<file path="src/rtl/barrel_rotate_amount_finder_16bit.sv">
// ---------------------------------------------------------------------------
// barrel_rotate_amount_finder_16bit
//
// Purpose:
//   Recovers the rotation applied by a 16-bit rotator. Given the original
//   word a and the rotated word y, it finds the smallest right-rotation
//   amount k (0..15) for which ror(a, k) == y. It also reports the equivalent
//   left-rotation amount (16 - k) mod 16. One candidate amount is tried per
//   clock, under a start/ready/done handshake.
//
// Ports:
//   clk        in   1   system clock, rising edge
//   reset      in   1   synchronous, active-high reset
//   start      in   1   request a search, accepted only while ready=1
//   a          in  16   original word, captured when start is accepted
//   y          in  16   rotated word, captured when start is accepted
//   ready      out  1   high while idle, so a new start can be accepted
//   done       out  1   one-cycle pulse when a search finishes
//   found      out  1   last search matched; held until the next accepted start
//   amt_right  out  4   smallest k with ror(a,k)==y, 0 when found=0
//   amt_left   out  4   (16 - amt_right) mod 16, 0 when found=0
// ---------------------------------------------------------------------------
module barrel_rotate_amount_finder_16bit (
  input  logic        clk,
  input  logic        reset,
  input  logic        start,
  input  logic [15:0] a,
  input  logic [15:0] y,
  output logic        ready,
  output logic        done,
  output logic        found,
  output logic [3:0]  amt_right,
  output logic [3:0]  amt_left
);

  typedef enum logic [0:0] {
    IDLE   = 1'b0,
    SEARCH = 1'b1
  } state_t;

  state_t      state;
  logic [15:0] work;
  logic [15:0] target;
  logic [3:0]  cnt;

  logic        cand_match;
  logic        last_cand;

  // work always holds ror(captured a, cnt), so a match on the current
  // candidate means cnt is the rotation amount being tested.
  assign cand_match = (work == target);
  assign last_cand  = (cnt == 4'd15);

  // Single state machine with registered outputs. done defaults low every
  // cycle, so any assignment of 1 below yields a one-cycle pulse. Candidates
  // are tried in ascending order, so the first hit is the smallest k, even
  // for periodic words such as 0xAAAA that match at several amounts.
  always_ff @(posedge clk) begin
    if (reset) begin
      state     <= IDLE;
      work      <= 16'd0;
      target    <= 16'd0;
      cnt       <= 4'd0;
      ready     <= 1'b1;
      done      <= 1'b0;
      found     <= 1'b0;
      amt_right <= 4'd0;
      amt_left  <= 4'd0;
    end else begin
      done <= 1'b0;
      case (state)
        IDLE: begin
          if (start) begin
            work      <= a;
            target    <= y;
            cnt       <= 4'd0;
            found     <= 1'b0;
            amt_right <= 4'd0;
            amt_left  <= 4'd0;
            ready     <= 1'b0;
            state     <= SEARCH;
          end
        end

        SEARCH: begin
          if (cand_match) begin
            found     <= 1'b1;
            amt_right <= cnt;
            // 4-bit wrap makes k=0 report a left amount of 0 rather than 16
            amt_left  <= 4'd0 - cnt;
            done      <= 1'b1;
            ready     <= 1'b1;
            state     <= IDLE;
          end else if (last_cand) begin
            found     <= 1'b0;
            amt_right <= 4'd0;
            amt_left  <= 4'd0;
            done      <= 1'b1;
            ready     <= 1'b1;
            state     <= IDLE;
          end else begin
            work <= {work[0], work[15:1]};
            cnt  <= cnt + 4'd1;
          end
        end

        default: begin
          ready <= 1'b1;
          state <= IDLE;
        end
      endcase
    end
  end

endmodule
</file>
<file path="config.mk">
export PLATFORM = sky130hd
export DESIGN_NAME = barrel_rotate_amount_finder_16bit
export DESIGN_NICKNAME = d
export VERILOG_FILES = /design/src/rtl/barrel_rotate_amount_finder_16bit.sv
export SDC_FILE = /design/constraint.sdc
export NUM_CORES = 1
export LEC_CHECK = 0
export CAP_MARGIN = 15
export CORE_MARGIN = 3
export CORE_UTILIZATION = 55
export DETAILED_ROUTE_END_ITERATION = 10
export PLACE_DENSITY = 0.85
export SLEW_MARGIN = 25
export SYNTH_ARGS = -nofsm -noshare
export SYNTH_HDL_FRONTEND = slang
export SYNTH_SLANG_ARGS = --single-unit
</file>
<file path="constraint.sdc">
create_clock -name clk -period 3.1 [get_ports clk]
set_input_delay 0.93 -clock clk [delete_from_list [all_inputs] [get_ports clk]]
set_output_delay 0.93 -clock clk [all_outputs]
set_load 0.05 [all_outputs]
</file>
==> impl_metrics.env <==
export IMPL_fillCellCount=277
export IMPL_fin_cells=327
export IMPL_holdPathStages=2
export IMPL_slew_violations=0
export IMPL_synth_edf_count=0
export IMPL_setup_ws_ns=0.698
export IMPL_cp_data_required_time_ns=2.17
export IMPL_worstPathArrival_ns=1.47
export IMPL_ff2ff_path_depth=4
export IMPL_ys_seq_elements=47
export IMPL_path_max_fanout=3
export IMPL_slowest_stage="clkdlybuf4s50_1"
export IMPL_max_stage_delay_ns=0.81
export IMPL_dp_hpwl_um=3350
export IMPL_hold_viol=0
export IMPL_crit_path_end_kind="output port"
export IMPL_grt_pass1_wl_um=7940
export IMPL_grt_max_degree=36
export IMPL_crit_chain="clkdlybuf4s50_1"
export IMPL_syn_cell_area_um2=2230
export IMPL_first_global_vias=1761
export IMPL_seq_area_um2=941
export IMPL_ios=46
export IMPL_cts_sinks=47
export IMPL_cpLargestDelayFamily="buffers and inverters"
export IMPL_setup_viol=0
export IMPL_fin_hold_ws_ns=0.469
export IMPL_ir_drop_mv=0.356
export IMPL_p_per_area_nw_per_um2=483
export IMPL_cap_viol_max_count=0
export IMPL_post_route_util=0.742
export IMPL_core_area_um2=3770
export IMPL_dieArea_um2=4860
export IMPL_tightest_slew_ns=0.908
export IMPL_clockBufferDepth=2
export IMPL_multi_input_area_um2=1190
export IMPL_tns_ns=0
export IMPL_drtPass1Iterations=4
export IMPL_slew_headroom=0.394
export IMPL_grt_use_total=0.201
export IMPL_cts_root_buf="clkbuf_8"
export IMPL_p_leak_nw=1.07
export IMPL_clkLatencyLatePin_ns=0.30
export IMPL_num_rows=22
export IMPL_drive_gt1_frac=0.118
export IMPL_min_period_over_period=0.775
export IMPL_ys_flop_type="dfxtp_1"
export IMPL_async_reset_ff_frac=0
export IMPL_period_minus_slack_ns=2.40
export IMPL_clkTransAtPathRegs_ns=0.09
export IMPL_drcViolationCount=0
export IMPL_wl_per_cell_um=14.6
export IMPL_min_path_type="reg -> reg"
export IMPL_fin_nets=315
export IMPL_finalWirelength_um=4760
export IMPL_holdBufCountCts=0
export IMPL_post_cts_buffers=0
export IMPL_synthesis_instances=239
export IMPL_rsz0062_at_grt="false"
export IMPL_start_kind="flip-flop"
export IMPL_synth_cell_types=34
export IMPL_ant_nets=0
export IMPL_layout_commonest_cell="dfxtp_1"
export IMPL_die_y_um=69.7
export IMPL_synthTopCellsByArea="dfxtp_1 42%, mux2i_1 7.2%, a221oi_2 6.7%"
export IMPL_outcome="complete, no violations"
export IMPL_dpl_cell_count=319
export IMPL_synth_warnings=0
export IMPL_cts_resized=0
export IMPL_gp_congestion=0.859
export IMPL_vias_per_cell=5.65
export IMPL_pre_cts_ws_ns=0.660
export IMPL_grt_overflow=0
export IMPL_yosysSeqAreaShare=0.422
export IMPL_reg2reg_to="work[0]$_SDFFE_PP0P_"
export IMPL_finalClockSkew_ns=0.00771
export IMPL_synth_area_leader_cell="dfxtp_1"
export IMPL_drt_iter0_markers=207
export IMPL_syn_num_nets=276
export IMPL_hold_end="amt_right[2]$_SDFFE_PP0P_"
export IMPL_start_util=0.592
export IMPL_tritoncts="done"
export IMPL_antenna_found_initial=0
export IMPL_layout_common_cells="47 x dfxtp_1, 45 x clkdlybuf4s50_1, 35 x nand2_1"
export IMPL_fmax_ghz=0.416
export IMPL_area_delta_synth_final_pct=25.5
export IMPL_die_w_um=69.7
export IMPL_vias=1846
export IMPL_port_buffers=45
export IMPL_path_buf_inv=1
export IMPL_antenna_cells=0
export IMPL_yosysTopAreaCellShare=0.422
export IMPL_numCtsBuffers=5
export IMPL_rrSetupSlack_ns=0.86
export IMPL_critPathKind="reg -> out"
export IMPL_worstHoldStart="amt_right[2]$_SDFFE_PP0P_"
export IMPL_avgSynthCellArea_um2=9.33
export IMPL_r2r_start="state$_SDFF_PP0_"
export IMPL_htreeDepth=2
how the worst max path moves through the flow:
stage | from | to | slack [ns] | depth (start not counted)
finish | amt_right[0]$_SDFFE_PP0P_ | amt_right[0] | 0.70 | 1
global route | amt_right[0]$_SDFFE_PP0P_ | amt_right[0] | 0.64 | 1
CTS | amt_right[0]$_SDFFE_PP0P_ | amt_right[0] | 0.68 | 1
detailed placement | start | cnt[3]$_SDFFE_PP0P_ | 0.66 | 5
global placement | start | cnt[3]$_SDFFE_PP0P_ | 0.71 | 5
floorplan | start | work[14]$_SDFFE_PP0P_ | 1.18 | 5
cells by family after synthesis:
logic type,synth area share
simple gates,0.179
compound gates,0.196
flops,0.422
fa+ha+maj,0.0112
buf+inv,0.0437
xor+xnor,0.0707
mux,0.0768
cells in the mapped netlist, types with 4 or more instances:
| library cell | n |
|---|---|
| dfxtp_1 | 47 |
| o2bb2ai_1 | 7 |
| a221oi_1 | 6 |
| clkbuf_1 | 15 |
| nor3_1 | 4 |
| mux2i_1 | 16 |
| a21oi_1 | 22 |
| inv_1 | 4 |
| nand2_1 | 35 |
| nand2b_1 | 9 |
| nor4_2 | 4 |
| a221oi_2 | 10 |
| nand3_1 | 4 |
| nor2_1 | 17 |
| xor2_1 | 16 |
through the flow:
stage | total power [mW] | instance area, um^2
floorplan | 0.876 | 2230
global placement | 0.956 | 2700
detailed placement | 0.963 | 2700
CTS | 1.36 | 2800
global route | 1.40 | 2800
finish | 1.35 | 2800
per-layer routing:
metal  part of all wire  wire (um)  global-route usage
met5                  0          0                   0
met4              0.014         65               0.104
met3              0.060        284              0.0420
met2               0.47       2230               0.326
met1               0.46       2180               0.251
state kept, by name (all words and copies together), names as in the netlist:
signal / cells
amt_right: 4
cnt: 4
target: 16
done: 1
state: 1
found: 1
amt_left: 3
ready: 1
work: 16
area by class of cell:
class / count / area share
clock buffers: 8 / 0.0358
inverters: 4 / 0.00536
multi-input cells: 170 / 0.427
flip-flops and latches: 47 / 0.336
well taps: 48 / 0.0215
repair buffers: 50 / 0.174
power by group:
group	internal [mW]	total [mW]	switching (mW)
registers	0.644	0.687	0.0424
logic	0.128	0.262	0.134
clock network	0.204	0.403	0.200
total	0.976	1.35	0.376
Note: power is estimated with default switching activity, not from simulation.
